--- src/rtl/alu_exec_unit.sv ---
// alu_exec_unit: registered execute stage (ALU decode, 32-bit ALU with zero flag, PC+4 and PC+imm adders).
// Optional ALU_OVERFLOW_EN builds the registered signed-overflow flag for ADD/SUB.
module alu_exec_unit (
   input  logic        clk,
   input  logic        reset,
   input  logic        in_valid,
   input  logic [2:0]  alu_op,
   input  logic [2:0]  funct3,
   input  logic        alu_src,
   input  logic [31:0] read_data1,
   input  logic [31:0] read_data2,
   input  logic [31:0] immediate,
   input  logic [31:0] pc,
   output logic        out_valid,
   output logic [3:0]  alu_control,
   output logic [31:0] alu_result,
   output logic        zero,
   output logic        overflow,
   output logic [31:0] pc_plus4,
   output logic [31:0] branch_target
);
   localparam logic [3:0] C_AND = 4'b0000, C_OR = 4'b0001, C_ADD = 4'b0010, C_SUB = 4'b0110,
                          C_SLT = 4'b0111, C_SLTU = 4'b1000, C_XOR = 4'b1001, C_SLL = 4'b1010,
                          C_SRL = 4'b1011, C_SRA = 4'b1100, C_PASSB = 4'b1101;
   logic [31:0] a, b, res;
   logic [4:0]  sh;
   logic [3:0]  rcode, bcode, code;
   assign a  = read_data1;
   assign b  = alu_src ? immediate : read_data2;
   assign sh = b[4:0];
   always_comb begin
      rcode = C_ADD;
      case (funct3)
         3'b001: rcode = C_SLL;
         3'b010: rcode = C_SLT;
         3'b011: rcode = C_SLTU;
         3'b100: rcode = C_XOR;
         3'b101: rcode = C_SRL;
         3'b110: rcode = C_OR;
         3'b111: rcode = C_AND;
         default: rcode = C_ADD;
      endcase
   end
   assign bcode = funct3[2:1] == 2'b10 ? C_SLT : funct3[2:1] == 2'b11 ? C_SLTU : C_SUB;
   assign code  = alu_op == 3'b001 ? bcode :
                  (alu_op == 3'b010 || alu_op == 3'b011) ? rcode :
                  alu_op == 3'b100 ? (funct3 == 3'b000 ? C_SUB : funct3 == 3'b101 ? C_SRA : rcode) :
                  alu_op == 3'b101 ? C_PASSB : C_ADD;
   always_comb begin
      res = '0;
      case (code)
         C_AND:   res = a & b;
         C_OR:    res = a | b;
         C_ADD:   res = a + b;
         C_SUB:   res = a - b;
         C_SLT:   res = $signed(a) < $signed(b) ? 32'd1 : 32'd0;
         C_SLTU:  res = a < b ? 32'd1 : 32'd0;
         C_XOR:   res = a ^ b;
         C_SLL:   res = a << sh;
         C_SRL:   res = a >> sh;
         C_SRA:   res = $signed(a) >>> sh;
         C_PASSB: res = b;
         default: res = '0;
      endcase
   end
   always_ff @(posedge clk or negedge reset) begin
      if (!reset) begin
         out_valid     <= 1'b0;
         alu_control   <= '0;
         alu_result    <= '0;
         zero          <= 1'b0;
         pc_plus4      <= '0;
         branch_target <= '0;
      end else begin
         out_valid     <= in_valid;
         alu_control   <= code;
         alu_result    <= res;
         zero          <= res == 32'd0;
         pc_plus4      <= pc + 32'h4;
         branch_target <= pc + immediate;
      end
   end
`ifdef ALU_OVERFLOW_EN
   // SUB overflows when operand signs differ and the result sign leaves A's sign
   logic ov_next;
   assign ov_next = (code == C_ADD && a[31] == b[31] && res[31] != a[31]) ||
                    (code == C_SUB && a[31] != b[31] && res[31] != a[31]);
   always_ff @(posedge clk or negedge reset) begin
      if (!reset) overflow <= 1'b0;
      else overflow <= ov_next;
   end
`else
   assign overflow = 1'b0;
`endif
endmodule

--- config.mk ---
export PLATFORM = sky130hd
export DESIGN_NAME = alu_exec_unit
export DESIGN_NICKNAME = d
export VERILOG_FILES = /design/src/rtl/alu_exec_unit.sv
export SDC_FILE = /design/constraint.sdc
export NUM_CORES = 1
export LEC_CHECK = 0
export BUFFER_PORTS_ARGS = -buffer_cell sky130_fd_sc_hd__buf_2
export CAP_MARGIN = 20
export CORE_MARGIN = 2
export CORE_UTILIZATION = 63
export DETAILED_ROUTE_END_ITERATION = 7
export PLACE_DENSITY = 0.95
export SYNTH_ARGS = -nofsm -noshare
export SYNTH_HDL_FRONTEND = slang
export SYNTH_SLANG_ARGS = --single-unit
--- constraint.sdc ---
create_clock -name clk -period 0.8 [get_ports clk]
set_input_delay 0.16 -clock clk [delete_from_list [all_inputs] [get_ports clk]]
set_output_delay 0.16 -clock clk [all_outputs]
set_load 0.05 [all_outputs]
==> summary.md, run 1 <==
| Metric | Value |
|---|---|
| Cells after DPL | 3,079 |
| XOR/XNOR share of the synthesized area | 3.725% |
| Post-Syn Area | 15,050 µm² |
| Yosys reg bits | 102 |
| Outcome | aborted with a tool error |
| First Error | [ERROR DPL-0038] Utilization greater than 100%, impossible to legalize |
| Standard-cell row count | 56 |
| Distinct cell type count of the synthesized netlist | 92 |
| Per-instance average area after synthesis | 8.035 µm² |
| Clock sink total | 102 |
| Vertical extent of the die | 158.6 µm |
| CTS Buffer Depth | 2 |
| Count of instances resized after the clock tree is built | 695 |
| Compound-cell area share of the yosys netlist | 27.70% |
| Multiplexer area fraction after synthesis | 14.40% |
| Largest family of logic cells by synthesized area | compound AO/OA/AOI/OAI gates |
| Stop stage | 4_1_cts |
| DP Wirelength | 83,300 µm |
| Buffer count from post-CTS setup fixing | 143 |
| Die width | 158.6 µm |
| Largest cells by area after synthesis | dfrtp_1 17%, ha_1 11%, mux4_2 7.2% |
| Number of nets in the synthesized netlist | 2,149 |
| Number of input and output port buffers inserted | 239 |
| Total clock buffers created by CTS | 9 |
| Count of warnings emitted by yosys | 0 |
| Share of synthesized flip-flops with an asynchronous set or reset | 100.0% |
| Most instantiated flip-flop cell in the synthesis netlist | dfrtp_1 |
| Number of hold-repair buffers added at the cts stage | 3 |
| H-tree level count | 3 |
| Placement-stage worst setup slack | -3995 ps |
| Biggest area consumer among synthesized cells | dfrtp_1 |
| Number of enable-type register cells in the synthesized netlist | 0 |
| I/O pins | 241 |
| Initial cell density of the core | 64.12% |
| Master cell of the clock root buffer | clkbuf_16 |
| Adder-cell share of the synthesized area | 11.62% |
| Share of synthesized cell area in and, or, nand and nor gates | 19.34% |
| Cell count after synthesis | 1,873 |
| Top-area cell type share of the netlist area | 16.96% |
| RePlAce Congestion | 1.457 |
| Sequential share of the synthesized area | 16.96% |
synthesized netlist by cell type (10+ instances only):
library cell,count
nor2_1,163
nand2_1,160
ha_1,135
a21oi_1,130
inv_1,111
dfrtp_1,102
o21ai_0,83
clkbuf_1,82
mux2i_1,77
nand3_1,56
nor3_1,49
xnor2_1,49
mux4_2,48
a211oi_1,37
a31oi_1,28
nand4_1,28
o211ai_1,27
a21o_1,26
o22ai_1,25
nand2b_1,21
nor4_1,21
a221oi_1,20
nor2b_1,18
and3_1,17
buf_2,15
mux2_2,15
o2111ai_1,15
o21a_1,15
xor2_1,15
o21bai_1,14
o221ai_1,12
o31ai_1,12
a2111oi_0,10
and2_1,10
buf_1,10
cell families after synthesis:
kind of cell    after synthesis
fa+ha+maj                   138
compound gates              591
xor+xnor                     64
flops                       102
simple gates                599
buf+inv                     232
mux                         146
other cells                   1
metrics by stage:
step / setup TNS (ps) / util, % / instance area, µm²
2_1_floorplan: -108620 / - / 15840
3_3_place_gp: -145200 / 96.38 / 22620
3_5_place_dp: -165870 / 96.38 / 22620
==> run 2, diff against run 1 <==
--- a/config.mk
+++ b/config.mk
@@ -8,9 +8,9 @@
 export BUFFER_PORTS_ARGS = -buffer_cell sky130_fd_sc_hd__buf_2
 export CAP_MARGIN = 20
 export CORE_MARGIN = 2
-export CORE_UTILIZATION = 63
+export CORE_UTILIZATION = 40
 export DETAILED_ROUTE_END_ITERATION = 7
-export PLACE_DENSITY = 0.95
+export PLACE_DENSITY_LB_ADDON = 0.15
 export SYNTH_ARGS = -nofsm -noshare
 export SYNTH_HDL_FRONTEND = slang
 export SYNTH_SLANG_ARGS = --single-unit
==> summary.md, run 2 <==
| Metric | Value |
|---|---|
| Most common cell after layout, fill and taps aside | buf_4 |
| Critical path data required time | 1150 ps |
| Regs by FF count | alu_result: 32 flops, branch_target: 32 flops, pc_plus4: 32 flops |
| Distinct cell type count of the synthesized netlist | 92 (unchanged) |
| Pins over their slew limit | 0 |
| Count of warnings emitted by yosys | 0 (unchanged) |
| Final count of negative-setup-slack endpoints | 193 |
| Clock period minus worst slack | 3689 ps |
| Cell count after synthesis | 1,873 (unchanged) |
| Top-area cell type share of the netlist area | 16.96% (unchanged) |
| Die width | 198.0 µm (+25%) |
| CP arrival | 4040 ps |
| CP endpoint kind | register |
| Share of the core filled with cells | 75.81% |
| Pin count of the biggest net entering global routing | 52 |
| Vertical extent of the die | 198.0 µm (+25%) |
| Post-Syn Area | 15,050 µm² (unchanged) |
| Crit-path most repeated cell | a21o_1 |
| Multiplexer area fraction after synthesis | 14.40% (unchanged) |
| Layout area overhead | 88.40% |
| CP max-delay cell | or4_4 |
| Initial cell density of the core | 40.24% (-24 points) |
| CTS Buffer Depth | 2 (unchanged) |
| Cell breakdown of the critical path | buf_12 > buf_8 > mux2_4 > inv_4 > ha_4 > or4_4 > a2111o_1 > and2_4 > a21o_1 > o31a_1 > a221o_1 > a21o_1 > or3_4 > nor4_4 > buf_4 > nand4_1 > nor2_1 |
| First-pass GRT wire length | 129,800 µm |
| Adder-cell share of the synthesized area | 11.62% (unchanged) |
| DRC violations left | 0 |
| Worst setup path category | in -> reg |
| Leakage power total | 13.09 nW |
| XOR/XNOR share of the synthesized area | 3.725% (unchanged) |
| Number of hold violations in the final report | 0 |
| Worst slew margin relative to its limit | 55.03% |
| CP peak stage delay | 490 ps |
| Hold path start | pc[0] |
| Die ar. | 39,190 µm² |
| Worst voltage drop across the vdd grid | 1.340 mV |
| Type of the worst min-delay path | in -> reg |
| TritonRoute pass-1 iters | 6 |
| DP Wirelength | 70,290 µm (-16%) |
| Ratio of cells with drive above 1 in the final layout | 55.36% |
| Post-layout net count | 3,286 |
| MaxCap Viol Count | 0 |
| Yosys reg bits | 102 (unchanged) |
| Routed length per placed instance | 26.91 µm |
| Total number of vias | 22,240 |
| Hold Path Stages | 2 |
| Number of nets in the synthesized netlist | 2,149 (unchanged) |
| Share of synthesized cell area in and, or, nand and nor gates | 19.34% (unchanged) |
| Overall track demand over capacity in global routing | 44.82% |
| Vias/cell | 6.294 |
| Largest family of logic cells by synthesized area | compound AO/OA/AOI/OAI gates |
| I/O pins | 241 (unchanged) |
| Biggest area consumer among synthesized cells | dfrtp_1 |
| RSZ-0062 raised after global routing | true |
| Final Cycle Share | 461.2% |
| Worst hold-check slack | 38.44 ps |
| Master cell of the clock root buffer | clkbuf_16 |
| Most instantiated flip-flop cell in the synthesis netlist | dfrtp_1 |
| Number of antenna violations at the first check in global routing | 9 |
| Startpoint kind of the worst setup timing path | input port |
| Placeable core region | 37,400 µm² |
| Number of global-route vias before repair | 21,030 |
| Largest cells by area after synthesis | dfrtp_1 17%, ha_1 11%, mux4_2 7.2% |
| Number of input and output port buffers inserted | 239 (unchanged) |
| Violations in the final reports | negative setup slack |
| H-tree level count | 3 (unchanged) |
| Compound-cell area share of the yosys netlist | 27.70% (unchanged) |
| Power per cell area | 1365 nW/µm² |
| TritonCTS clock tree | built |
| Overall routed net length | 95,090 µm |
| Sequential share of the synthesized area | 16.96% (unchanged) |
| Clk slew on worst S/H paths | 80 ps |
| Outcome | finished, violations left |
| WHS Endpoint | branch_target[0]$_DFF_PN0_ |
| Standard-cell row count | 71 (+27%) |
| Least-Margin Pin Slew | 667.5 ps |
| Number of DRC markers in iteration 0 | 2,611 |
| Commonest cells after routing, fill and taps aside | 846 x buf_4, 216 x buf_6, 143 x nand2_1, 138 x nor2_1, 129 x buf_2 |
| Multi-input combinational cell area | 14,030 µm² |
| Sequential cell area | 2552 µm² |
| Critical path fanouts, max | 7 |
| List of most frequent post-synthesis cells | 163 x nor2_1, 160 x nand2_1, 135 x ha_1 |
| Clock sink total | 102 (unchanged) |
| Achievable clock frequency | 0.2711 GHz |
| Residual antenna-violating net count after detailed routing | 0 |
| Post-layout worst setup margin | -2889 ps |
| Most frequent cell after synthesis | nor2_1 |
| Filler cells | 2,580 |
| GR Overflow Total | 0 |
| Share of synthesized flip-flops with an asynchronous set or reset | 100.0% (unchanged) |
| Per-instance average area after synthesis | 8.035 µm² (unchanged) |
| Number of enable-type register cells in the synthesized netlist | 0 (unchanged) |
| Total clock buffers created by CTS | 9 (unchanged) |
| Placement-stage worst setup slack | -4016 ps (-21.29 ps) |
| RePlAce Congestion | 1.080 (-26%) |
==> run 2: cell counts after synthesis <==
No cell type changed its count.
==> run 2: critical path: cells and delay by family <==
| kind | cells | cell delay (ps) |
|---|---|---|
| AO/OA/AOI/OAI | 5 | 1280 |
| AND/OR/NAND/NOR | 6 | 1570 |
| buffers and inverters | 4 | 500 |
| adder cells (fa/ha/maj) | 1 | 190 |
| multiplexers | 1 | 310 |
==> run 2: worst max-delay path by stage <==
stage,from,to,depth (start not counted)
after detailed placement,alu_src,zero$_DFF_PN0_,16
after global placement,alu_src,zero$_DFF_PN0_,17
final,alu_src,zero$_DFF_PN0_,17
after floorplan,alu_src,zero$_DFF_PN0_,21
after global routing,alu_src,zero$_DFF_PN0_,18
after CTS,alu_src,zero$_DFF_PN0_,17
==> run 2: layout make-up <==
type,instances,area share (%)
diodes,7,0.06178
clock buffers,9,0.7943
clock inverters,7,0.1986
inverters,115,1.606
multi-input cells,1539,49.50
flip-flops and latches,102,9.002
well taps,511,2.255
repair buffers,1243,36.58
==> run 2: per-layer routing <==
metal	global-route usage (%)	up-vias	wire length [µm]
li1	-	9423	-
met1	55.05	10570	35110
met2	68.91	1755	40760
met3	14.19	482	11990
met4	26.34	8	7170
met5	0	-	58
==> run 2: repair_timing <==
| item | 4_1_cts | 5_1_grt |
|---|---|---|
| hold buffers | 6 | 0 |
| setup endpoints to repair | 191 | 194 |
| cloned | 1 | 1 |
| hold endpoints to repair | 107 | 0 |
| gates resized for setup | 342 | 472 |
| pin swaps | 119 | 149 |
| setup buffers | 88 | 78 |
==> run 2: report_power, final <==
part / total, W / internal (W) / switching, W / leakage [nW]
Clock: 0.00472 / 0.00216 / 0.00256 / 0.136
Sequential: 0.00645 / 0.00597 / 0.000477 / 1.20
Combinational: 0.0275 / 0.0127 / 0.0148 / 11.8
Total: 0.0387 / 0.0209 / 0.0178 / 13.1
==> run 2: kinds of logic after synthesis <==
logic type	count (synthesis)
AND/OR/NAND/NOR	599
flip-flops	102
multiplexers	146
AO/OA/AOI/OAI	591
XOR/XNOR	64
buffers and inverters	232
adder cells (fa/ha/maj)	138
other	1
==> run 2: through the flow <==
stage / instance area [µm²] / total power [W] / instances / TNS [ps]
6_report: 28350 / 0.03870 / 3533 / -146640
5_1_grt: 28340 / 0.03987 / 3526 / -151020
4_1_cts: 26240 / 0.03507 / 3466 / -138260
3_5_place_dp: 23740 / 0.02787 / 3366 / -160140
3_3_place_gp: 23740 / 0.02763 / 3366 / -157650
2_1_floorplan: 15840 / 0.01747 / 1873 / -108620
No activity file was read; power rests on OpenSTA's default activity.
